$ cat src/rtl/mult_pkg.sv
// mult_pkg: shared definitions for the signed shift-add multiplier controller.
//   state_t : controller state encoding (IDLE=0, LOAD=1, RUN=2, DONE=3)
//   OP_W    : default operand width (two's complement)
//   MAG_W   : operand magnitude width (|-2^(OP_W-1)| still fits unsigned)
//   PROD_W  : product magnitude / accumulator width
package mult_pkg;

  localparam int OP_W   = 8;
  localparam int MAG_W  = OP_W;
  localparam int PROD_W = 2*OP_W - 1;

  typedef enum logic [1:0] {
    IDLE = 2'd0,
    LOAD = 2'd1,
    RUN  = 2'd2,
    DONE = 2'd3
  } state_t;

endpackage

$ cat src/rtl/mult_shift_add_dp.sv
// mult_shift_add_dp: shift-add datapath for the sequential multiplier.
//   clock, reset_n : clock / async active-low reset
//   load           : convert a_raw/b_raw to magnitudes, clear accumulator
//   step           : one partial product (add if multiplier LSB set, shift)
//   a_raw, b_raw   : two's-complement operands (sampled on load)
//   mplr_zero      : remaining multiplier bits are all zero
//   acc            : accumulated product magnitude
module mult_shift_add_dp #(
  parameter int MAG_W  = mult_pkg::MAG_W,
  parameter int PROD_W = mult_pkg::PROD_W
) (
  input  logic              clock,
  input  logic              reset_n,
  input  logic              load,
  input  logic              step,
  input  logic [MAG_W-1:0]  a_raw,
  input  logic [MAG_W-1:0]  b_raw,
  output logic              mplr_zero,
  output logic [PROD_W-1:0] acc
);

  logic [PROD_W-1:0] mcand_reg;
  logic [MAG_W-1:0]  mplr_reg;
  logic [MAG_W-1:0]  a_mag, b_mag;

  // Magnitude kept in MAG_W unsigned bits: the most negative value maps to
  // 2^(MAG_W-1), which is representable, so no overflow case exists.
  assign a_mag = a_raw[MAG_W-1] ? (~a_raw + MAG_W'(1)) : a_raw;
  assign b_mag = b_raw[MAG_W-1] ? (~b_raw + MAG_W'(1)) : b_raw;

  assign mplr_zero = (mplr_reg == '0);

  always_ff @(posedge clock or negedge reset_n) begin
    if (!reset_n) begin
      mcand_reg <= '0;
      mplr_reg  <= '0;
      acc       <= '0;
    end else if (load) begin
      mcand_reg <= {{(PROD_W-MAG_W){1'b0}}, a_mag};
      mplr_reg  <= b_mag;
      acc       <= '0;
    end else if (step) begin
      if (mplr_reg[0]) acc <= acc + mcand_reg;
      mplr_reg  <= mplr_reg >> 1;
      // The final shift may push a bit off the top; by then no bits of the
      // multiplier remain, so that partial product is never added.
      mcand_reg <= mcand_reg << 1;
    end
  end

endmodule

$ cat src/rtl/mult_seq_ctrl.sv
// mult_seq_ctrl: sequencing controller for a signed OP_W x OP_W shift-add
// multiplier with valid/ready handshakes on both sides.
//   clock, reset_n           : clock / async active-low reset
//   in_valid, in_ready       : operand-pair handshake (ready only in IDLE)
//   multiplicand, multiplier : signed operands A, B
//   abort                    : synchronous cancel of an in-flight operation
//   out_valid, out_ready     : result handshake (valid only in DONE)
//   result_mag               : product magnitude
//   sign                     : product negative (never set for a zero product)
//   zflag                    : product is zero
//   product                  : signed two's-complement product
//   busy                     : controller not IDLE
// Latency from acceptance is 2 + n cycles, n = position of |B|'s top set bit
// plus one (0 for B == 0); the loop stops early once the multiplier empties.
module mult_seq_ctrl #(
  parameter int OP_W = mult_pkg::OP_W
) (
  input  logic              clock,
  input  logic              reset_n,
  input  logic              in_valid,
  output logic              in_ready,
  input  logic [OP_W-1:0]   multiplicand,
  input  logic [OP_W-1:0]   multiplier,
  input  logic              abort,
  output logic              out_valid,
  input  logic              out_ready,
  output logic [2*OP_W-2:0] result_mag,
  output logic              sign,
  output logic              zflag,
  output logic [2*OP_W-1:0] product,
  output logic              busy
);

  import mult_pkg::*;

  localparam int PW = 2*OP_W - 1;

  state_t          state;
  logic [OP_W-1:0] a_reg, b_reg;
  logic            sign_raw;
  logic            load, step, mplr_zero;
  logic [PW-1:0]   acc;
  logic            acc_zero, neg;

  assign in_ready  = (state == IDLE);
  assign busy      = (state != IDLE);
  assign out_valid = (state == DONE);

  // Abort wins over datapath activity so a cancelled op leaves nothing behind.
  assign load = (state == LOAD) && !abort;
  assign step = (state == RUN) && !mplr_zero && !abort;

  assign acc_zero = (acc == '0);
  assign neg      = sign_raw && !acc_zero;

  mult_shift_add_dp #(
    .MAG_W  (OP_W),
    .PROD_W (PW)
  ) u_dp (
    .clock     (clock),
    .reset_n   (reset_n),
    .load      (load),
    .step      (step),
    .a_raw     (a_reg),
    .b_raw     (b_reg),
    .mplr_zero (mplr_zero),
    .acc       (acc)
  );

  always_ff @(posedge clock or negedge reset_n) begin
    if (!reset_n) begin
      state      <= IDLE;
      a_reg      <= '0;
      b_reg      <= '0;
      sign_raw   <= 1'b0;
      result_mag <= '0;
      sign       <= 1'b0;
      zflag      <= 1'b0;
      product    <= '0;
    end else begin
      case (state)
        // abort is a no-op here; a simultaneous in_valid is still accepted.
        IDLE: begin
          if (in_valid) begin
            a_reg    <= multiplicand;
            b_reg    <= multiplier;
            sign_raw <= multiplicand[OP_W-1] ^ multiplier[OP_W-1];
            state    <= LOAD;
          end
        end
        LOAD: state <= abort ? IDLE : RUN;
        RUN: begin
          if (abort) begin
            state <= IDLE;
          end else if (mplr_zero) begin
            result_mag <= acc;
            zflag      <= acc_zero;
            sign       <= neg;
            product    <= neg ? -{1'b0, acc} : {1'b0, acc};
            state      <= DONE;
          end
        end
        DONE: if (abort || out_ready) state <= IDLE;
        default: state <= IDLE;
      endcase
    end
  end

endmodule

$ cat config.mk
export PLATFORM = sky130hd
export DESIGN_NAME = mult_seq_ctrl
export DESIGN_NICKNAME = d
export VERILOG_FILES = /design/src/rtl/mult_pkg.sv /design/src/rtl/mult_shift_add_dp.sv /design/src/rtl/mult_seq_ctrl.sv
export SDC_FILE = /design/constraint.sdc
export NUM_CORES = 1
export LEC_CHECK = 0
export CAP_MARGIN = 15
export CORE_ASPECT_RATIO = 0.7
export CORE_UTILIZATION = 51
export DETAILED_ROUTE_END_ITERATION = 6
export HOLD_SLACK_MARGIN = 0.15
export PLACE_DENSITY_LB_ADDON = 0.12
export SLEW_MARGIN = 0
export SYNTH_ARGS = -nofsm -noshare
export SYNTH_HDL_FRONTEND = slang
export SYNTH_HIERARCHICAL = 1
export SYNTH_SLANG_ARGS = --single-unit
$ cat constraint.sdc
create_clock -name clock -period 5.2 [get_ports clock]
set_input_delay 1.04 -clock clock [delete_from_list [all_inputs] [get_ports clock]]
set_output_delay 1.04 -clock clock [all_outputs]
set_load 0.03 [all_outputs]
# Yosys cells after proc, flatten, opt, wreduce, memory -nomap -nowiden
# Index checks and enable logic that the tools add are counted.
[totals]
word_cells = 59
reg_bits = 90
output_inout_bits = 36
input_bits = 21
[classes]
reduce_logical = 18
n_eq_ne = 6
n_addsub = 4
muxes = 16
n_bitwise = 4
[ops]
columns = ["operator", "count"]
rows = [
  ["two-way mux 15 bit", 5],
  ["two-way mux 8 bit", 4],
  ["adder 8 x 1 -> 8 bit, second input constant", 2],
  ["two-way mux 16 bit", 1],
  ["negation 15 -> 16 bit", 1],
  ["NOT 8 bit", 2],
  ["adder 15 bit", 1],
  ["logical NOT 15 bit", 1],
  ["two-way mux 2 bit", 5],
  ["logical NOT 8 bit", 1],
  ["case mux 2 bit (4 select lines)", 1],
  ["AND reduction 3 bit", 2],
  ["nonzero test 2 bit", 3],
  ["equality test 2 bit, second input constant", 2],
  ["logical AND 1 bit", 4],
  ["AND reduction 2 bit", 2],
  ["logical NOT 1 bit", 3],
  ["!= test 3 bit, second input constant", 1],
  ["equality test 2 x 1 -> 1 bit, second input constant", 1],
  ["logical NOT 2 bit", 1],
  ["!= test 2 x 1 -> 1 bit, second input constant", 1],
  ["!= test 2 bit, second input constant", 1],
  ["logical OR 1 bit", 1],
  ["NOT 1 bit", 1],
  ["bitwise XOR 1 bit", 1],
]

# Logic depth before layout (Yosys ltp)
[depth]
ltp_word = 6
mapped_depth = 10
mapped_depth_nobuf = 8

# By module
# Netlist, hierarchy kept.
[by_module_without_submodules]
columns = ["module", "area_each_um2", "n_inst", "seq_area_each_um2", "cells_per_inst"]
rows = [
  ["mult_shift_add_dp", 2558.7, 1, 950.9, 284],
  ["mult_seq_ctrl", 2255.9, 1, 1276.2, 194],
]

# Worst setup path after synthesis
# OpenSTA, ideal clock, no wires.
[synth_path]
path_type = "flip-flop to flip-flop"
startpoint = "register u_dp.acc[0]"
endpoint = "register u_dp.acc[14]"
arrival_ps = 2379
stages_incl_launch_ff = 9
n_path_buf = 0
setup_ps = 78
synth_period_minus_slack_ps = 2457
setup_slack_ps = 2743
required_time_ps = 5122
path_cell_list = "dfrtp_1 > ha_1 > fa_1 > a211o_1 > nand3_1 > a21oi_1 > o31a_1 > or4_1 > a21oi_1"
[synth_via]
elab_chain_len = 4
[synth_lines]
columns = ["item", "line_no", "text"]
rows = [
  ["start, declared", "mult_shift_add_dp.sv:19", "output logic [PROD_W-1:0] acc"],
  ["start signal, assigned", "mult_shift_add_dp.sv:43", "if (mplr_reg[0]) acc <= acc + mcand_reg;"],
  ["adder 15 bit", "mult_shift_add_dp.sv:43", ""],
  ["two-way mux 15 bit", "mult_shift_add_dp.sv:43", ""],
  ["two-way mux 15 bit", "mult_shift_add_dp.sv:42", "end else if (step) begin"],
  ["two-way mux 15 bit", "mult_shift_add_dp.sv:38", "end else if (load) begin"],
]
# No other way between the ends. The select of a mux whose other input is x is not followed.
# A chain may end at the register's enable or synchronous reset.

# Worst setup path after layout
[layout_path]
startpoint = "input port abort"
endpoint = "register u_dp.acc[14]"
[layout_via]
elab_chain_len = 4
elab_cells_between_ends = 7
classes_between = "mux: 1; reduce/logical: 6"
[layout_lines]
columns = ["item", "line_no", "text"]
rows = [
  ["start, declared", "mult_seq_ctrl.sv:24", "input logic abort,"],
  ["logical NOT 1 bit", "mult_seq_ctrl.sv:51", "assign step = (state == RUN) && !mplr_zero && !abort;"],
  ["logical AND 1 bit", "mult_seq_ctrl.sv:51", ""],
  ["named net step", "mult_seq_ctrl.sv:41", "logic load, step, mplr_zero;"],
  ["nonzero test 2 bit (no line)", "-", ""],
  ["AND reduction 2 bit (no line)", "-", ""],
]
# The timed path passes the listed nets, and every way through them passes these cells.

==> out/results.ini <==
[global_routing]
grt_overflow_total = 0
grt_util_met2 = 0.305
grt_pass1_wl_um = 17200
grt_pass1_vias = 3405
met3_usage = 0.0701
grt_max_degree = 54
grt.total_usage = 0.223
antenna_found_initial = 0
gr-usage-met1 = 0.336
busiest_layer = met1

[yosys]
syn-cell-area_mm2 = 0.00481
syn_inst = 478
avgSynthCellArea_um2 = 10.1
synth_ff_type = dfrtp_1
ys_warn_count = 6
synth_nets = 517
synth_edf_count = 0
ys_async_sr_fraction = 1.00
ys_ff_latch = 89
synth_cell_types = 57
synth_seq_area_share = 0.463

[sta]
finalSetupViolCount = 0
slew_headroom = 0.305
clock.fmax_mhz = 314
fin_setup_tns_ps = 0
hold_viol_final = 0
drv_slew = 0
period_minus_slack_ps = 3190
rsz0062_at_grt = no
clock_skew_ps = 6.86
post-route-period-util = 0.613
tightest_slew_ps = 1030

[cts]
clkSinkCount = 89
root_buffer = clkbuf_16
cts_buffers = 9
hold_buffers = 0
clk_pin_slew_worst_paths_ps = 60
post-cts-setup-buffers = 0
worst_skew_pair.late_latency_ps = 340
cts_buffer_depth = 2
postCtsResizedCells = 0
cts_tree = yes
h-tree-depth = 3

[final_layout]
n_fill_cell = 761
final_area_mm2 = 0.00578
final_layout_size_suffix_gt1_frac = 0.108
area_delta_synth_final_pct = 20.0
n_antenna_cell = 0
nNetsFinal = 565

[placement]
gp_congestion = 0.902
place_hpwl_um = 7500
port_buffers = 56
placed_cell_area_mm2 = 0.00548

[routing]
vias_per_cell = 5.64
drc = 0
wl_per_cell_um = 15.6
drt-pass1-iter-count = 4
drt_iter0_markers = 284
drt.antenna.violating_nets = 0
detail_route.wirelength_um = 10200
vias = 3683

[min_path]
hp-start = result_mag[8]$_DFFE_PN0P_
min_path_cells = 2
min_path_type = reg2reg

[floorplanning]
core_mm2 = 0.00911
die_w_um = 118
dieArea_mm2 = 0.00984
fp-row-count = 29
ios = 57
initial_core_util = 0.529
die_h_um = 83.3

[power_and_ir_drop]
p_per_area_mw_per_mm2 = 509
ir_drop_mv = 0.257
leakage_nw = 2.59

[setup_path]
cp.arrival_ps = 3460
criticalPathCategory = in2reg
start_kind = primary input
cp_max_fo = 27
crit_required_ps = 5470
end_kind = flop
startpoint = abort
r2r-start = u_dp/mplr_reg[3]$_DFFE_PN0P_
r2r_cells = 5

[job]
cap_viol_max_count = 0

[outcome]
outcome = complete, no violations

[cell type report]
cell class / count / area (um^2) / share of cell area
clock inverter: 2 / 37.5 / 0.00649
inverter: 13 / 48.8 / 0.00844
timing repair buffer: 60 / 588 / 0.102
clock buffer: 12 / 267 / 0.0461
multi-input combinational: 353 / 2460 / 0.425
sequential: 89 / 2230 / 0.385
tap: 124 / 155 / 0.0268
[metrics by stage]
stage | std cells | util | hold WS [ps] | worst slack (ps) | power [mW]
4_1_cts | 653 | 0.635 | 484 | 2020 | 2.96
5_1_grt | 653 | 0.635 | 511 | 1760 | 3.14
3_5_place_dp | 639 | 0.601 | 470 | 1660 | 2.29
6_report | 653 | 0.635 | 477 | 2010 | 2.94
3_3_place_gp | 639 | 0.601 | 462 | 1750 | 2.26
2_1_floorplan | 478 | - | 484 | 2740 | 1.95
[report_power, final]
group	switching, mW	internal [mW]
sequential	0.213	0.872
clock	0.253	0.406
combinational	0.639	0.559
total	1.11	1.84
[per-layer routing]
layer / wire length [um] / vias to the layer above
met5: 0 / -
met4: 79 / 0
met3: 730 / 5
met2: 4270 / 109
met1: 5080 / 1767
li1: - / 1802
[critical path, cell delays in order]
cell and delay [ps]:
clkdlybuf4s50_1 480, nor2_1 180, nand2_1 90, nor2_2 80, buf_4 350, nand2_1 440, or4_1 630, a21oi_1 150
[logic make-up (layout without fill, tap and decap cells)]
group,Yosys count,count (layout),share of synthesized area
XOR/XNOR,29,29,0.0528
flip-flops,89,89,0.463
buffers and inverters,36,87,0.0299
adder cells (fa/ha/maj),18,18,0.0483
multiplexers,51,51,0.113
AND/OR/NAND/NOR,145,145,0.146
AO/OA/AOI/OAI,110,110,0.148
[path summary, 6_finish.rpt]
check / slack, ps / end
max in group asynchronous: 3500 / u_dp/mcand_reg[13]$_DFFE_PN0P_
max: 2010 / u_dp/acc[14]$_DFFE_PN0P_
min in group asynchronous: 640 / product[12]$_DFFE_PN0P_
min: 480 / result_mag[8]$_DFFE_PN0P_
min reg2reg: 480 / result_mag[8]$_DFFE_PN0P_
max reg2reg: 2460 / product[15]$_DFFE_PN0P_
[layout by cell type, fill, tap and decap left out, types with 2 or more instances in the layout]
master and count:
clkbuf_16 9, nand4_1 2, a21o_1 10, and3_1 3, o31ai_1 7, nor4b_1 3, ha_1 17, inv_1 13
a211o_1 2, dfrtp_1 89, nor2_1 28, and2_1 4, a21boi_0 3, o21ai_0 38, clkbuf_8 3, or3_1 4
clkdlybuf4s50_1 55, nand2b_1 3, nor2b_1 4, nor4_1 3, buf_4 5, mux2_2 27, xor2_1 6, xnor2_1 23
o2111ai_1 2, mux2i_1 24, nand3_1 10, or4_1 4, a31oi_1 4, nor3_1 4, a21oi_1 21, a41o_1 2
nand2_1 61, a211oi_1 8
[Yosys cell counts (all sizes together) (2+ instances only)]
master	count	area, um^2
inv	13	48.8
nand2b	3	18.8
a21o	10	75.1
nor4	3	18.8
o21ai	40	204
a21boi	3	22.5
a31oi	4	25.0
xnor2	23	201
clkbuf	14	52.6
nand2	61	229
o2111ai	2	17.5
a21oi	21	105
a41o	2	20.0
nand3	11	55.1
buf	9	42.5
nor3	4	20.0
mux2	27	304
xor2	6	52.6
and3	3	18.8
nor3b	2	15.0
or3	5	32.5
and4	2	18.8
or4	5	41.3
a211o	2	17.5
nor2	29	109
o31ai	7	52.6
nor2b	4	25.0
and2	5	31.3
nand4	2	12.5
mux2i	24	240
a211oi	8	60.1
dfrtp	89	2230
nor4b	3	26.3
ha	17	213
(Power assumes the default switching activity.)
